### src/rtl/mem_stage.sv
// MEM pipeline stage: byte-serial loads/stores through the memory controller,
// combinational pass-through for every other op.
module mem_stage #(
    parameter int OP_W   = 8,
    parameter int ADDR_W = 32
) (
    input  logic              clk,
    input  logic              rst_n,
    input  logic              rdy,
    input  logic [4:0]        in_w_addr,
    input  logic              in_w_req,
    input  logic [31:0]       in_w_data,
    input  logic [ADDR_W-1:0] in_mem_addr,
    input  logic [OP_W-1:0]   in_aluop,
    input  logic              stall_in,
    input  logic              mc_ack,
    input  logic [7:0]        mc_rdata,
    output logic              mc_req,
    output logic              mc_we,
    output logic [ADDR_W-1:0] mc_addr,
    output logic [7:0]        mc_wdata,
    output logic [4:0]        wb_w_addr,
    output logic              wb_w_req,
    output logic [31:0]       wb_w_data,
    output logic              stall_req
);

    localparam logic [OP_W-1:0] EX_LB  = OP_W'(8'h10);
    localparam logic [OP_W-1:0] EX_LH  = OP_W'(8'h11);
    localparam logic [OP_W-1:0] EX_LW  = OP_W'(8'h12);
    localparam logic [OP_W-1:0] EX_LBU = OP_W'(8'h13);
    localparam logic [OP_W-1:0] EX_LHU = OP_W'(8'h14);
    localparam logic [OP_W-1:0] EX_SB  = OP_W'(8'h18);
    localparam logic [OP_W-1:0] EX_SH  = OP_W'(8'h19);
    localparam logic [OP_W-1:0] EX_SW  = OP_W'(8'h1A);

    typedef enum logic [1:0] {IDLE, BUSY, DONE} state_t;

    state_t      state, state_nxt;
    logic [1:0]  idx;
    logic [23:0] byte_buf;
    logic [31:0] result;
    logic        is_load, is_store, is_mem, sext;
    logic [1:0]  last_idx;
    logic        req_raw, stall_raw;
    logic [31:0] load_val;
    logic [31:0] wdata_shift;

    always_comb begin
        is_load  = 1'b0;
        is_store = 1'b0;
        sext     = 1'b0;
        last_idx = 2'd0;
        case (in_aluop)
            EX_LB:   begin is_load = 1'b1;  sext = 1'b1; last_idx = 2'd0; end
            EX_LH:   begin is_load = 1'b1;  sext = 1'b1; last_idx = 2'd1; end
            EX_LW:   begin is_load = 1'b1;               last_idx = 2'd3; end
            EX_LBU:  begin is_load = 1'b1;               last_idx = 2'd0; end
            EX_LHU:  begin is_load = 1'b1;               last_idx = 2'd1; end
            EX_SB:   begin is_store = 1'b1;              last_idx = 2'd0; end
            EX_SH:   begin is_store = 1'b1;              last_idx = 2'd1; end
            EX_SW:   begin is_store = 1'b1;              last_idx = 2'd3; end
            default: ;
        endcase
        is_mem = is_load | is_store;
    end

    always_comb begin
        state_nxt = state;
        req_raw   = 1'b0;
        stall_raw = 1'b0;
        case (state)
            IDLE: begin
                if (is_mem) begin
                    req_raw   = 1'b1;
                    stall_raw = 1'b1;
                    state_nxt = BUSY;
                end
            end
            BUSY: begin
                req_raw   = 1'b1;
                stall_raw = 1'b1;
                if (mc_ack && idx == last_idx) state_nxt = DONE;
            end
            DONE: begin
                if (!stall_in) state_nxt = IDLE;
            end
            default: state_nxt = IDLE;
        endcase
    end

    // The final byte bypasses byte_buf and is folded straight into result.
    always_comb begin
        load_val = 32'd0;
        case (last_idx)
            2'd0:    load_val = {{24{sext & mc_rdata[7]}}, mc_rdata};
            2'd1:    load_val = {{16{sext & mc_rdata[7]}}, mc_rdata, byte_buf[7:0]};
            default: load_val = {mc_rdata, byte_buf};
        endcase
    end

    always_ff @(posedge clk or negedge rst_n) begin
        if (!rst_n) begin
            state    <= IDLE;
            idx      <= 2'd0;
            byte_buf <= 24'd0;
            result   <= 32'd0;
        end else if (rdy) begin
            state <= state_nxt;
            if (state == BUSY && mc_ack) begin
                if (idx == last_idx) begin
                    idx <= 2'd0;
                    if (is_load) result <= load_val;
                end else begin
                    idx <= idx + 2'd1;
                    if (is_load) begin
                        case (idx)
                            2'd0:    byte_buf[7:0]   <= mc_rdata;
                            2'd1:    byte_buf[15:8]  <= mc_rdata;
                            default: byte_buf[23:16] <= mc_rdata;
                        endcase
                    end
                end
            end
        end
    end

    assign wdata_shift = in_w_data >> {idx, 3'b000};

    // Outputs are forced quiet while reset is asserted, even mid-access.
    always_comb begin
        mc_req    = rst_n & req_raw;
        stall_req = rst_n & stall_raw;
        mc_we     = mc_req & is_store;
        mc_addr   = mc_req ? in_mem_addr + ADDR_W'(idx) : '0;
        mc_wdata  = mc_we ? wdata_shift[7:0] : 8'd0;
    end

    always_comb begin
        wb_w_addr = 5'd0;
        wb_w_req  = 1'b0;
        wb_w_data = 32'd0;
        if (rst_n) begin
            if (is_store) begin
                wb_w_addr = in_w_addr;
            end else if (is_load) begin
                wb_w_addr = in_w_addr;
                wb_w_req  = in_w_req;
                wb_w_data = (state == DONE) ? result : 32'd0;
            end else begin
                wb_w_addr = in_w_addr;
                wb_w_req  = in_w_req;
                wb_w_data = in_w_data;
            end
        end
    end

endmodule

### config.mk
export PLATFORM = sky130hd
export DESIGN_NAME = mem_stage
export DESIGN_NICKNAME = d
export VERILOG_FILES = /design/src/rtl/mem_stage.sv
export SDC_FILE = /design/constraint.sdc
export NUM_CORES = 1
export LEC_CHECK = 0
export ABC_AREA = 1
export CAP_MARGIN = 20
export CELL_PAD_IN_SITES_DETAIL_PLACEMENT = 1
export CELL_PAD_IN_SITES_GLOBAL_PLACEMENT = 2
export CORE_MARGIN = 1
export CORE_UTILIZATION = 21
export CTS_BUF_LIST = sky130_fd_sc_hd__clkbuf_8 sky130_fd_sc_hd__clkbuf_16
export DETAILED_ROUTE_END_ITERATION = 6
export PLACE_DENSITY = 0.81
export SLEW_MARGIN = 15
export SYNTH_ARGS = -nofsm -noshare
export SYNTH_HDL_FRONTEND = slang
export SYNTH_SLANG_ARGS = --single-unit
### constraint.sdc
create_clock -name clk -period 2.42 [get_ports clk]
set_clock_uncertainty 0.15 [all_clocks]
set_input_delay 0.484 -clock clk [delete_from_list [all_inputs] [get_ports clk]]
set_output_delay 0.484 -clock clk [all_outputs]
set_load 0.005 [all_outputs]
# == Yosys cells after proc, flatten, opt, wreduce, memory -nomap -nowiden ==
# Cells that the tools add are included.
# op_classes
muxes,21
n_eq_ne,16
n_shift,1
n_addsub,2
reduce_logical,17
bitwise_logic,6
# ops
cell,n
$mux W32,5
$eq A8 B5 Y1 const B,8
$pmux W32 S2,1
$add A32 B2 Y32,1
$shr A32 B5 Y8,1
$reduce_and A5 Y1,3
$mux W2,4
$mux W8,1
$reduce_and A4 Y1,2
$eq A2 B1 Y1 const B,3
$logic_not A2 Y1,3
$mux W1,6
$ne A2 B2 Y1 const B,3
$pmux W2 S3,1
$reduce_or A2 Y1,3
$reduce_or A3 Y1,2
$mux W5,1
$reduce_or A5 Y1,1
$pmux W2 S2,1
$and A1 B1 Y1,3
$add A2 B1 Y2 const B,1
$eq A2 B2 Y1,1
$eq A2 B2 Y1 const B,1
$logic_and A1 B1 Y1,2
4 further kinds,5
# totals
register_bits,60
out_inout_bits,81
wordCells,69
inputBits,91

# == Longest topological paths before layout ==
# Gate-level depths: netlist of the first run.
# depth
ltp_word,9
mapped_depth,13
depth_no_buf,13

# == Least setup slack after synthesis of the first run ==
# Ideal clock, no wire load.
# synth_timing
path_type,input port to output port
start,input in_mem_addr[0]
end,output mc_addr[24]
arrival_time_ps,1870
n_path_buf,0
cell_stages,11
slack_ps,-84
t_required_ps,1786
path_cell_list,ha_1 -> fa_1 -> nand3_1 -> nor2_1 -> nand2_1 -> nor2_1 -> nand2_1 -> inv_1 -> nand2_1 -> xor2_1 -> nor2_1
# synth_between
elab_chain_cells,2
# synth_rtl
item,line_no,text
"start, declared",13,"input logic [ADDR_W-1:0] in_mem_addr,"
$add A32 B2 Y32,135,mc_addr = mc_req ? in_mem_addr + ADDR_W'(idx) : '0;
$mux W32,135,
"end, declared",20,"output logic [ADDR_W-1:0] mc_addr,"
# No other way between the ends.

# == Final worst setup path of the first run ==
# layout_timing
start,register idx[0]
end,output mc_addr[14]
# layout_between
elab_chain_cells,2
# layout_rtl
item,line_no,text
"start, declared",40,logic [1:0] idx;
"start signal, assigned",115,idx <= idx + 2'd1;
$add A32 B2 Y32,135,
$mux W32,135,
# No other way between the ends.

==> flow_metrics.tcl, run 1 <==
set metrics [dict create \
    status "finished with violations" \
    violations "setup timing" \
    synth_most_common_cell "nand2_1" \
    crit_type "reg -> out" \
    die_h_microns 154.5 \
    num_vias 6645 \
    clock_path_buffers 2 \
    rr_endpoint "byte_buf[1]$_DFFE_PN0P_" \
    cp-end-kind "primary output" \
    wirelength_microns 26370 \
    p_leak_uw 0.004651 \
    synth_top_area_share_pct 30.76 \
    area_growth_pct 97.74 \
    rsz0062_at_grt "yes" \
    ctsHoldBuffers 0 \
    drt_drc_violations_left 0 \
    drt_iter0_drc 262 \
    final_area_sq_um 9652 \
    io_buffer_count 171 \
    power.total_uw 5258 \
    synth_cell_types 35 \
    grt_max_degree 59 \
    ff2ff_path_depth 13 \
    async_flop_share_pct 100.0 \
    cts_made_buffers 9 \
    crit_fanout 3 \
    start_kind "flip-flop" \
    grtUsageTotal_pct 20.75 \
    maxCapViolCount 0 \
    grt_antenna_before_repair 1 \
    fmax_ghz 0.3504 \
    die_width_microns 154.5 \
    synth-main-ff-cell "dfrtp_1" \
    dr.pass1.iters 4 \
    reg2reg_setup_slack_ns 0.21 \
    period_share_pct 117.9 \
    fin_crit_ns 2.854 \
    yosys.area.top_type "dfrtp_1" \
    layout-drive-gt1-share_pct 47.54 \
    overflow 0 \
    p_per_area_nw_per_um2 544.8 \
    fp-row-count 55 \
    root_buffer "clkbuf_16" \
    nets 1208 \
    initial_core_util_pct 21.49 \
    grt_pass1_vias 6957 \
    coreArea_sq_um 22710 \
    ir_drop_mv 0.4381 \
    syn_inst 760 \
    worstPathRequired_ns 1.79 \
    antenna_cells 0 \
    ys_ff_latch 60 \
    synth_common_cells "148 x nand2_1, 113 x inv_1, 105 x nor2_1" \
    cts_tree "built" \
    clock_latency_ns 0.34 \
    design.die.area_sq_um 23860 \
    rr_startpoint "idx[1]$_DFFE_PN0P_" \
    ys_top_cells_by_area "dfrtp_1 31%, nand2_1 11%, inv_1 8.7%" \
    ios 172 \
    clk_pin_slew_worst_paths_ns 0.06 \
    slew_headroom_pct 48.00 \
    slew_violations 0 \
    min_path_type "in -> async" \
    tightest_slew_ns 0.7800 \
    cts_sinks 60 \
    grt_pass1_wl_microns 38460 \
    place_area_sq_um 7836 \
    syn-num-nets 856 \
    regArea_sq_um 1503 \
    nFillCells 2761 \
    multiInputGateArea_sq_um 3667 \
    htreeDepth 3 \
    dpl.hpwl_microns 17230 \
    fin_ws_ns -0.4338 \
    viasPerCell 4.740 \
    hold_viol 0 \
    ys_warn_count 0 \
    gp_congestion 0.8276 \
    wire_per_inst_microns 18.81 \
    synth-edff-count 0 \
    ant_nets 0 \
    ys_seq_area_share_pct 30.76 \
    syn_area_per_cell_sq_um 6.422 \
    setup_viol 38 \
    cp.arrival_ns 2.22 \
    netlist_area_sq_um 4881 \
]
==> worst max-delay path, cell delays in order, from the launching register on <==
cell     delay (ns)
dfrtp_2        0.43
ha_4           0.18
fa_2           0.38
nand3_4        0.12
nor2_4         0.04
nand2_2        0.11
buf_6          0.13
nor2_4         0.04
buf_6          0.12
xnor2_2        0.12
nor2_1         0.09
buf_2          0.11
==> through the flow <==
| stage | util, % | hold slack, ns | worst slack (ns) | setup TNS [ns] | std cells |
|---|---|---|---|---|---|
| 3_3_place_gp | 34.51 | 0.2820 | -1.176 | -77.12 | 1312 |
| 3_5_place_dp | 34.51 | 0.2863 | -1.210 | -79.55 | 1312 |
| 2_1_floorplan | - | 0.03841 | -0.01994 | -0.01994 | 760 |
| 4_1_cts | 39.59 | 0.02272 | -0.4693 | -11.65 | 1372 |
| 6_report | 42.50 | 0.02081 | -0.4338 | -9.972 | 1402 |
| 5_1_grt | 42.50 | 0.02300 | -0.5097 | -13.07 | 1402 |
==> worst max path at each step <==
stage / start / to / slack, ns
after floorplan: in_mem_addr[0] / mc_addr[24] / -0.02
after global placement: in_mem_addr[0] / mc_addr[13] / -1.18
after detailed placement: in_mem_addr[0] / mc_addr[30] / -1.21
after CTS: idx[1]$_DFFE_PN0P_ / mc_addr[31] / -0.47
after global routing: idx[0]$_DFFE_PN0P_ / mc_addr[14] / -0.51
final: idx[0]$_DFFE_PN0P_ / mc_addr[14] / -0.43
==> state kept, by name, summed over array words and instances, names as in the netlist <==
name	cells
idx	2
state	2
result	32
byte_buf	24
==> kinds of logic after synthesis <==
family / share of synthesized area [%]
adders and majority gates: 1.436
AOI/OAI and AO/OA: 19.41
buffers and inverters: 13.69
xor gates and xnor gates: 2.512
and+or+nand+nor: 32.20
DFF: 30.76
==> layout make-up <==
| class | instances | share of cell area (%) |
|---|---|---|
| Clock buffer | 10 | 2.476 |
| Clock inverter | 6 | 0.6611 |
| Inverter | 117 | 4.991 |
| Multi-Input combinational cell | 546 | 38.00 |
| Sequential cell | 60 | 15.57 |
| Tap cell | 285 | 3.695 |
| Timing Repair Buffer | 378 | 34.61 |
==> routing by layer <==
metal	wire length (microns)	global-route usage, %	vias up
met2	13580	37.47	178
met3	1049	2.858	39
met4	711	6.506	0
met1	11030	25.32	3256
li1	-	-	3172
met5	0	0	-
==> power by group <==
| part | total (uW) | switching [uW] | internal [uW] |
|---|---|---|---|
| registers | 1190 | 81.8 | 1110 |
| clock network | 1320 | 495 | 822 |
| logic | 2750 | 1440 | 1320 |
==> timing repair <==
action	in CTS	in global routing
gates cloned	5	3
buffers inserted	45	34
endpoints found under the setup margin	77	66
gates resized for setup	517	199
pin swaps	89	60
==> cell usage in the layout, fill, tap and decap left out, types with 6 or more instances in the layout <==
| cell | instances |
|---|---|
| a211oi_1 | 6 |
| a211oi_2 | 8 |
| a21oi_1 | 43 |
| a21oi_2 | 26 |
| buf_12 | 15 |
| buf_2 | 70 |
| buf_4 | 145 |
| buf_6 | 42 |
| clkbuf_16 | 12 |
| clkbuf_2 | 14 |
| clkdlybuf4s50_1 | 60 |
| dfrtp_1 | 59 |
| dlygate4sd2_1 | 11 |
| inv_1 | 96 |
| inv_2 | 11 |
| nand2_1 | 107 |
| nand2_2 | 34 |
| nand2_4 | 10 |
| nand3_1 | 29 |
| nand3_4 | 8 |
| nand4_1 | 6 |
| nor2_1 | 65 |
| nor2_2 | 15 |
| nor2_4 | 27 |
| nor3_1 | 13 |
| nor3_2 | 15 |
| nor3_4 | 11 |
| o211ai_1 | 8 |
| o21ai_0 | 14 |
| o21ai_1 | 52 |
| o21ai_2 | 11 |
| xor2_1 | 8 |
(Power assumes the default switching activity.)
==> run 2, diff against run 1 <==
- SLEW_MARGIN: 15 -> not set
==> results of run 2 <==
Final layout, timing and power as in run 1 (identical DEF).
